<file path="src/rtl/mac_pkg.sv">
// Shared types and helpers for the a*b+c*d+e operand issuer.
package mac_pkg;

    localparam int unsigned OP_W  = 16;
    localparam int unsigned RES_W = 32;

    localparam logic [2:0] FIELD_A = 3'd0;
    localparam logic [2:0] FIELD_B = 3'd1;
    localparam logic [2:0] FIELD_C = 3'd2;
    localparam logic [2:0] FIELD_D = 3'd3;
    localparam logic [2:0] FIELD_E = 3'd4;

    typedef struct packed {
        logic signed [OP_W-1:0] a;
        logic signed [OP_W-1:0] b;
        logic signed [OP_W-1:0] c;
        logic signed [OP_W-1:0] d;
        logic signed [OP_W-1:0] e;
    } tuple_t;

    localparam int unsigned TUPLE_W = $bits(tuple_t);

    // Result the pipeline should produce for a tuple, wrapping at RES_W bits.
    function automatic logic signed [RES_W-1:0] mac_expect(input tuple_t t);
        logic signed [RES_W-1:0] ab;
        logic signed [RES_W-1:0] cd;
        ab = RES_W'(t.a) * RES_W'(t.b);
        cd = RES_W'(t.c) * RES_W'(t.d);
        return ab + cd + RES_W'(t.e);
    endfunction

endpackage

</file>
<file path="src/rtl/mac_tuple_fifo.sv">
// Synchronous FIFO with flush; a push into a full FIFO is taken when a pop frees the slot.
module mac_tuple_fifo #(
    parameter int unsigned WIDTH = 80,
    parameter int unsigned DEPTH = 4
) (
    input  logic             clk,
    input  logic             rst_n,
    input  logic             flush,
    input  logic             push,
    input  logic             pop,
    input  logic [WIDTH-1:0] din,
    output logic [WIDTH-1:0] dout,
    output logic             full,
    output logic             empty
);

    localparam int unsigned AW = (DEPTH > 1) ? $clog2(DEPTH) : 1;
    localparam int unsigned CW = $clog2(DEPTH + 1);

    logic [WIDTH-1:0] mem [DEPTH];
    logic [AW-1:0]    wr_ptr;
    logic [AW-1:0]    rd_ptr;
    logic [CW-1:0]    count;
    logic             do_push;
    logic             do_pop;

    function automatic logic [AW-1:0] ptr_inc(input logic [AW-1:0] p);
        return (p == AW'(DEPTH - 1)) ? '0 : p + AW'(1);
    endfunction

    assign full    = (count == CW'(DEPTH));
    assign empty   = (count == '0);
    assign dout    = mem[rd_ptr];
    assign do_pop  = pop && !empty;
    assign do_push = push && !flush && (!full || do_pop);

    always_ff @(posedge clk or negedge rst_n) begin
        if (!rst_n) begin
            wr_ptr <= '0;
            rd_ptr <= '0;
            count  <= '0;
            for (int unsigned i = 0; i < DEPTH; i++) begin
                mem[i] <= '0;
            end
        end else if (flush) begin
            wr_ptr <= '0;
            rd_ptr <= '0;
            count  <= '0;
        end else begin
            if (do_push) begin
                mem[wr_ptr] <= din;
                wr_ptr      <= ptr_inc(wr_ptr);
            end
            if (do_pop) begin
                rd_ptr <= ptr_inc(rd_ptr);
            end
            case ({do_push, do_pop})
                2'b10:   count <= count + CW'(1);
                2'b01:   count <= count - CW'(1);
                default: count <= count;
            endcase
        end
    end

endmodule

</file>
<file path="src/rtl/mac_operand_issuer.sv">
// Word-serial operand loader, tuple FIFO and credit-limited issue for the a*b+c*d+e pipeline.
// Optional result checking against locally computed expectations: define MAC_ISSUER_CHECK_EN.
module mac_operand_issuer
    import mac_pkg::*;
#(
    parameter int unsigned DEPTH           = 4,
    parameter int unsigned MAX_OUTSTANDING = 4
) (
    input  logic                                     clk,
    input  logic                                     rst_n,
    input  logic                                     wr_valid,
    output logic                                     wr_ready,
    input  logic signed [OP_W-1:0]                   wr_data,
    input  logic                                     flush,
    output logic                                     m_valid,
    input  logic                                     m_ready,
    output logic signed [OP_W-1:0]                   m_a,
    output logic signed [OP_W-1:0]                   m_b,
    output logic signed [OP_W-1:0]                   m_c,
    output logic signed [OP_W-1:0]                   m_d,
    output logic signed [OP_W-1:0]                   m_e,
    input  logic                                     r_valid,
    output logic                                     r_ready,
    input  logic signed [RES_W-1:0]                  r_y,
    output logic signed [RES_W-1:0]                  last_y,
    output logic [15:0]                              result_cnt,
    output logic [$clog2(MAX_OUTSTANDING+1)-1:0]     outstanding,
    output logic                                     busy,
    output logic                                     err_unexpected,
    output logic                                     err_mismatch
);

    localparam int unsigned OUT_W = $clog2(MAX_OUTSTANDING + 1);

    logic [2:0]             idx;
    logic signed [OP_W-1:0] stage_a;
    logic signed [OP_W-1:0] stage_b;
    logic signed [OP_W-1:0] stage_c;
    logic signed [OP_W-1:0] stage_d;
    tuple_t                 push_tuple;
    tuple_t                 head;
    logic                   fifo_full;
    logic                   fifo_empty;
    logic                   word_hs;
    logic                   push;
    logic                   issue_hs;
    logic                   res_credit;

    assign issue_hs   = m_valid && m_ready;
    assign wr_ready   = !((idx == FIELD_E) && fifo_full && !issue_hs);
    assign word_hs    = wr_valid && wr_ready && !flush;
    assign push       = word_hs && (idx == FIELD_E);
    assign m_valid    = !fifo_empty && (outstanding < OUT_W'(MAX_OUTSTANDING));
    assign res_credit = r_valid && (outstanding != '0);
    assign r_ready    = 1'b1;
    assign busy       = (idx != '0) || !fifo_empty || (outstanding != '0);

    assign m_a = head.a;
    assign m_b = head.b;
    assign m_c = head.c;
    assign m_d = head.d;
    assign m_e = head.e;

    always_comb begin
        push_tuple   = '0;
        push_tuple.a = stage_a;
        push_tuple.b = stage_b;
        push_tuple.c = stage_c;
        push_tuple.d = stage_d;
        push_tuple.e = wr_data;
    end

    mac_tuple_fifo #(
        .WIDTH(TUPLE_W),
        .DEPTH(DEPTH)
    ) u_tuple_fifo (
        .clk  (clk),
        .rst_n(rst_n),
        .flush(flush),
        .push (push),
        .pop  (issue_hs),
        .din  (push_tuple),
        .dout (head),
        .full (fifo_full),
        .empty(fifo_empty)
    );

    // Staging registers collect a..d; the fifth word goes straight into the FIFO.
    always_ff @(posedge clk or negedge rst_n) begin
        if (!rst_n) begin
            idx     <= '0;
            stage_a <= '0;
            stage_b <= '0;
            stage_c <= '0;
            stage_d <= '0;
        end else if (flush) begin
            idx <= '0;
        end else if (word_hs) begin
            case (idx)
                FIELD_A: stage_a <= wr_data;
                FIELD_B: stage_b <= wr_data;
                FIELD_C: stage_c <= wr_data;
                FIELD_D: stage_d <= wr_data;
                default: ;
            endcase
            idx <= (idx == FIELD_E) ? '0 : idx + 3'd1;
        end
    end

    // Credits survive flush: results for already-issued tuples still come back.
    always_ff @(posedge clk or negedge rst_n) begin
        if (!rst_n) begin
            outstanding    <= '0;
            err_unexpected <= 1'b0;
            last_y         <= '0;
            result_cnt     <= '0;
        end else begin
            case ({issue_hs, res_credit})
                2'b10:   outstanding <= outstanding + OUT_W'(1);
                2'b01:   outstanding <= outstanding - OUT_W'(1);
                default: outstanding <= outstanding;
            endcase
            if (r_valid) begin
                last_y     <= r_y;
                result_cnt <= result_cnt + 16'd1;
                if (outstanding == '0) begin
                    err_unexpected <= 1'b1;
                end
            end
        end
    end

`ifdef MAC_ISSUER_CHECK_EN
    logic [RES_W-1:0] exp_din;
    logic [RES_W-1:0] exp_dout;
    logic             exp_empty;
    logic             exp_pop;
    logic             unused_exp_full;

    assign exp_din = mac_expect(head);
    assign exp_pop = r_valid && !exp_empty;

    mac_tuple_fifo #(
        .WIDTH(RES_W),
        .DEPTH(MAX_OUTSTANDING)
    ) u_exp_fifo (
        .clk  (clk),
        .rst_n(rst_n),
        .flush(1'b0),
        .push (issue_hs),
        .pop  (exp_pop),
        .din  (exp_din),
        .dout (exp_dout),
        .full (unused_exp_full),
        .empty(exp_empty)
    );

    always_ff @(posedge clk or negedge rst_n) begin
        if (!rst_n) begin
            err_mismatch <= 1'b0;
        end else if (exp_pop && (exp_dout != r_y)) begin
            err_mismatch <= 1'b1;
        end
    end
`else
    assign err_mismatch = 1'b0;
`endif

endmodule

</file>
<file path="config.mk">
export PLATFORM = sky130hd
export DESIGN_NAME = mac_operand_issuer
export DESIGN_NICKNAME = d
export VERILOG_FILES = /design/src/rtl/mac_pkg.sv /design/src/rtl/mac_tuple_fifo.sv /design/src/rtl/mac_operand_issuer.sv
export SDC_FILE = /design/constraint.sdc
export NUM_CORES = 1
export LEC_CHECK = 0
export ABC_CLOCK_PERIOD_IN_PS = 3750
export BUFFER_PORTS_ARGS = -buffer_cell sky130_fd_sc_hd__clkbuf_2
export CORE_ASPECT_RATIO = 1.2
export CORE_MARGIN = 2
export CORE_UTILIZATION = 40
export CTS_CLUSTER_SIZE = 12
export DETAILED_ROUTE_END_ITERATION = 7
export GPL_TIMING_DRIVEN = 0
export PLACE_DENSITY = 0.65
export SLEW_MARGIN = 20
export SYNTH_ARGS = -nofsm -noshare
export SYNTH_HDL_FRONTEND = slang
export SYNTH_SLANG_ARGS = --single-unit
</file>
<file path="constraint.sdc">
create_clock -name clk -period 3.75 [get_ports clk]
set_clock_uncertainty 0.1 [all_clocks]
set_input_delay 0.75 -clock clk [delete_from_list [all_inputs] [get_ports clk]]
set_output_delay 0.75 -clock clk [all_outputs]
set_load 0.005 [all_outputs]
</file>
# [After elaboration in Yosys (flattened, before gate mapping)]
# Cells that the tools add are included.
[classes] muxes=18 n_bitwise=3 order_cmp=4 eq_ne=11 n_reduce_logical=36 addsub=8
[op_table] op="$bwmux 320" count=1
[op_table] op="$mux 80" count=3
[op_table] op="$bmux 80 s2" count=1
[op_table] op="$demux 80 s2" count=1
[op_table] op="$add 16x1->16 const B" count=1
[op_table] op="$logic_and 1x1->1" count=12
[op_table] op="$mux 2" count=6
[op_table] op="$mux 3" count=4
[op_table] op="$pmux 3 s2" count=2
[op_table] op="$reduce_and 3->1" count=4
[op_table] op="$add 3x1->3 const B" count=3
[op_table] op="$logic_not 3->1" count=3
[op_table] op="$reduce_bool 3->1" count=3
[op_table] op="$eq 2x2->1 const B" count=4
[op_table] op="$reduce_bool 2->1" count=4
[op_table] op="$eq 3x2->1 const B" count=2
[op_table] op="$eq 3x3->1 const B" count=2
[op_table] op="$ge 3x3->1 const B" count=2
[op_table] op="$not 2->3" count=2
[op_table] op="$sub 3x1->3 const B" count=2
[op_table] op="$logic_not 1->1" count=5
[op_table] op="$add 2x1->2 const B" count=2
[op_table] op="$eq 2x1->1 const B" count=2
[op_table] op="$reduce_and 2->1" count=2
[op_table] op="5 further kinds" count=7
[word_totals] elab_cells=96 inputBits=54 out_inout_bits=137 ff_bits=446

# [Logic depth before layout (Yosys ltp)]
[depth] ltp_word=15 mapped_depth=10 depth_no_buf=9

# [By module]
# Synthesis repeated with hierarchy kept, for this count alone.
[unflattened] cells_unflattened=1143 area_unflattened_um2=19184.6
[modules_own_cells] mod="mac_tuple_fifo" cells_each=826 n_inst=1 seq_area_each_um2=8182.8 area_each_um2=14366.3
[modules_own_cells] mod="mac_operand_issuer" cells_each=317 n_inst=1 seq_area_each_um2=2977.9 area_each_um2=4818.4

# [Worst setup path before layout]
# OpenSTA, ideal clock, no wires.
[synth_timing] path_type="input to register" start="input wr_valid" end="register u_tuple_fifo.count[2]" t_required_ns=3.568 n_path_buf=2 slack_ns=0.858 setup_ns=0.082 arrival_time_ns=2.710 path_stages=7 cell_sequence="clkbuf_1 > and4b_1 > clkbuf_1 > nor3_1 > fa_1 > or4_2 > a31oi_1"
[synth_between] elab_chain_len=8 elab_cells_between_ends=10 cone_classes="eq/ne: 2; mux: 2; reduce/logical: 6"
[synth_lines] item="from (decl)" line_no="mac_operand_issuer.sv:11" text="input logic wr_valid,"
[synth_lines] item="$logic_and 1x1->1 * (2 in series)" line_no="mac_operand_issuer.sv:51" text="assign word_hs = wr_valid && wr_ready && !flush;"
[synth_lines] item="$logic_and 1x1->1 *" line_no="mac_operand_issuer.sv:52" text="assign push = word_hs && (idx == FIELD_E);"
[synth_lines] item="$logic_and 1x1->1 * (2 in series)" line_no="mac_tuple_fifo.sv:35" text="assign do_push = push && !flush && (!full || do_pop);"
[synth_lines] item="$eq 2x1->1 or $eq 2x2->1 (tied branches)" line_no="mac_tuple_fifo.sv:57" text="case ({do_push, do_pop})"
[synth_lines] item="$pmux 3 s2" line_no="mac_tuple_fifo.sv:57"
[synth_lines] item="$mux 3" line_no="mac_tuple_fifo.sv:45" text="end else if (flush) begin"
[synth_lines] item="to (signal assigned)" line_no="mac_tuple_fifo.sv:58" text="2'b10: count <= count + CW'(1);"
[synth_lines] item="to (signal assigned)" line_no="mac_tuple_fifo.sv:59" text="2'b01: count <= count - CW'(1);"
[synth_lines] item="to (signal assigned)" line_no="mac_tuple_fifo.sv:60" text="default: count <= count;"
[synth_lines] item="to (decl)" line_no="mac_tuple_fifo.sv:23" text="logic [CW-1:0] count;"
# Every way passes the cells marked *; elsewhere a longest branch is shown, timed or not.
# A chain may end at the register's enable or synchronous reset.

# [Worst setup path after layout]
[layout_timing] start="register u_tuple_fifo.rd_ptr[0]" end="output m_e[2]"
[layout_between] elab_chain_len=4
[layout_lines] item="from (decl)" line_no="mac_tuple_fifo.sv:22" text="logic [AW-1:0] rd_ptr;"
[layout_lines] item="from (signal assigned)" line_no="mac_tuple_fifo.sv:55" text="rd_ptr <= ptr_inc(rd_ptr);"
[layout_lines] item="$not 2->3 (not written as such)" line_no="mac_tuple_fifo.sv:33" text="assign dout = mem[rd_ptr];"
[layout_lines] item="$bmux 80 s2" line_no="mac_tuple_fifo.sv:33"
[layout_lines] item="$mux 80 (not written as such) (2 in series)" line_no="mac_tuple_fifo.sv:33"
[layout_lines] item="to (decl)" line_no="mac_operand_issuer.sv:21" text="output logic signed [OP_W-1:0] m_e,"
# No other way between the ends. The select of a mux whose other input is x is not followed.

==> impl_metrics.toml <==
[sta]
rsz0062_at_grt = "false"
hold_slack_ns = 0.312
worst-slew-pin-transition_ns = 0.791
period_needed_ns = 3.49
relSlewSlack_pct = 47.3
setup_violations = 0
max_freq_ghz = 0.286
finalCritPeriodShare_pct = 93.1
hold_viol_final = 0
setup_tns_ns = 0
maxSlewViolCount = 0
finalWorstSetupSlack_ns = 0.259

[route]
routed_wl_um = 43600
drc = 0
wl_per_cell_um = 21.3
viasPerCell = 5.22
dr.first_iter.drc_count = 417
vias = 10700
drtPass1Iterations = 4
ant_nets = 0

[cts]
clk_latency_ns = 0.57
numCtsBuffers = 48
htree_num_levels = 2
clk_path_buf_depth = 3
cts-root-buf = "clkbuf_16"
post_cts_buffers = 0
cts_tree = "built"
clk_pin_slew_ns = 0.06
clkSinkCount = 446

[run_status]
status = "complete, no violations"

[setup_path]
cp_max_fo = 10
cp-end-kind = "output pin"
path_class = "reg2out"
cpPeakStageDelay_ns = 0.63
path_cells = "clkbuf_2, clkdlybuf4s15_2, mux4_2, clkbuf_2"
crit_top_cell = "clkbuf_2"
crit_required_ns = 2.90
crit_slowest_cell = "mux4_2"
critPathArrivalTime_ns = 2.64
start_kind = "flop"

[final_layout]
fin_nets = 1461
area_growth_pct = 18.2
drive_gt1_share_pct = 55.2
n_antenna_cell = 0
stdcell_area_um2 = 22400

[global_route]
antenna_found_initial = 1
track_usage_pct = 18.1
grt_pass1_wl_um = 68800
grt-ovfl-total = 0
grt_start_max_net_pins = 81
grt_pass1_vias = 11800

[power_and_ir_drop]
power.leakage_uw = 0.0110
power.density_nw_per_um2 = 489
worst_ir_drop_vdd_v = 0.000411

[synthesis]
ys_warn_count = 0
synth_edf_count = 0
synthTopCellsByCount = "dfrtp_1, mux2_2, mux4_2, buf_2, mux2_1"
synthArstFlopShare_pct = 100
synth_top_area_share_pct = 58.9
synth.avg_cell_area_um2 = 16.5
synth_cell_types = 45
synth_top_area_cell = "dfrtp_1"
synth.ff_latch_count = 446
synth-main-ff-cell = "dfrtp_1"
synthTopCellsByArea = "dfrtp_1, mux2_2, mux4_2"
synth.most_common_cell = "dfrtp_1"
syn_inst = 1149
synth_fp_nets = 1217
syn_area_um2 = 19000
seq_area_frac_synth_pct = 58.9

[floorplanning]
die_area_um2 = 49200
ios = 191
core-area_um2 = 46900
rows = 87
die_h_um = 242
initial_core_util_pct = 40.4
die_w_um = 203

[place]
io_buffer_count = 187
gp_congestion = 0.738
dp_hpwl_um = 29000
placed_area_um2 = 20800
dp_slack_ns = 0.149

[worst_hold_path]
worstHoldPathType = "in2reg"

[flow_run]
cap_violations = 0
metal layers:
layer / vias up / share of wire, % / track usage (%)
li1: 4701 / - / -
met1: 5711 / 44 / 24.6
met2: 230 / 48 / 29.6
met3: 62 / 5.1 / 3.73
met4: 0 / 2.3 / 5.28
met5: - / 0 / 0
cell usage in the layout, fill, tap and decap left out, types with 3 or more instances in the layout:
cell	synthesis	routed
nand2_2	4	4
buf_1	13	5
buf_2	36	36
clkbuf_8	0	11
nand4_1	6	6
a21oi_1	4	4
xor2_1	7	7
nand2_1	16	16
xnor2_1	13	13
clkbuf_2	0	188
inv_1	11	11
dfrtp_1	446	446
mux4_2	80	80
clkbuf_1	16	28
nor2_1	11	11
mux2_4	10	10
nor3_1	7	7
buf_16	0	6
ha_1	12	12
mux2_1	30	30
and2_1	3	3
clkdlybuf4s15_2	0	8
a31oi_1	3	3
mux2_2	377	377
clkinv_2	0	7
clkbuf_16	0	49
o21ai_0	5	5
nand3_1	7	7
cell families after synthesis:
family / share of synthesized area, %
AOI/OAI and AO/OA: 0.713
xor gates and xnor gates: 0.924
adders and majority gates: 1.00
buffers and inverters: 1.99
DFF: 58.9
muxes: 34.5
other: 0.0396
and+or+nand+nor: 1.94
path summary, 6_finish.rpt:
path	start	to	slack, ns	cells after the start
setup reg to reg	idx[0]$_DFFE_PN0P_	u_tuple_fifo.count[2]$_DFFE_PN0P_	0.82	8
setup / recovery	u_tuple_fifo.rd_ptr[0]$_DFFE_PN0P_	m_e[2]	0.26	4
max in group asynchronous	rst_n	u_tuple_fifo.mem[190]$_DFFE_PN0P_	1.56	5
min in group asynchronous	rst_n	last_y[21]$_DFFE_PN0P_	0.58	2
hold reg to reg	err_unexpected$_DFFE_PN0P_	err_unexpected$_DFFE_PN0P_	0.36	1
hold / removal	r_y[4]	last_y[4]$_DFFE_PN0P_	0.31	2
area by class of cell:
cell class	instances	area, um2
Tap cell	623	779
Buffer	69	398
Inverter	11	41.3
Clock inverter	10	81.3
Fill cell	4127	24500
Timing Repair Buffer	194	1120
Sequential cell	446	11200
Multi-Input combinational cell	623	7420
Clock buffer	73	1420
state kept, by name (all words and copies together) (netlist names):
signal,cells
stage_d,16
stage_a,16
stage_c,16
err_unexpected,1
idx,3
outstanding,3
stage_b,16
u_tuple_fifo.rd_ptr,2
u_tuple_fifo.wr_ptr,2
last_y,32
u_tuple_fifo.mem,320
u_tuple_fifo.count,3
result_cnt,16
metrics by stage:
stage	total power, uW	utilization [%]	cells
finish	11000	47.8	2049
global route	11500	47.8	2049
CTS	11100	47.8	2049
detailed placement	6530	44.4	1965
global placement	6460	44.1	1959
floorplan	5970	-	1149
worst max-delay path: cells and delay by family, from the launching register on:
family | cells | cell delay (ns)
buf+inv | 3 | 1.10
mux | 1 | 0.63
flops | 1 | 0.35
power breakdown:
part,switching (uW),internal [uW],leakage (uW)
clock network,1880,2660,0.000738
registers,348,5140,0.00603
logic,440,496,0.00424
what timing repair did:
| action | CTS | global route |
|---|---|---|
| hold buffers | 1 | 0 |
| resized for setup | 18 | 0 |
| endpoints found under the setup margin | 78 | 0 |
| hold endpoints to repair | 6 | 0 |
No activity file was read; power rests on OpenSTA's default activity.
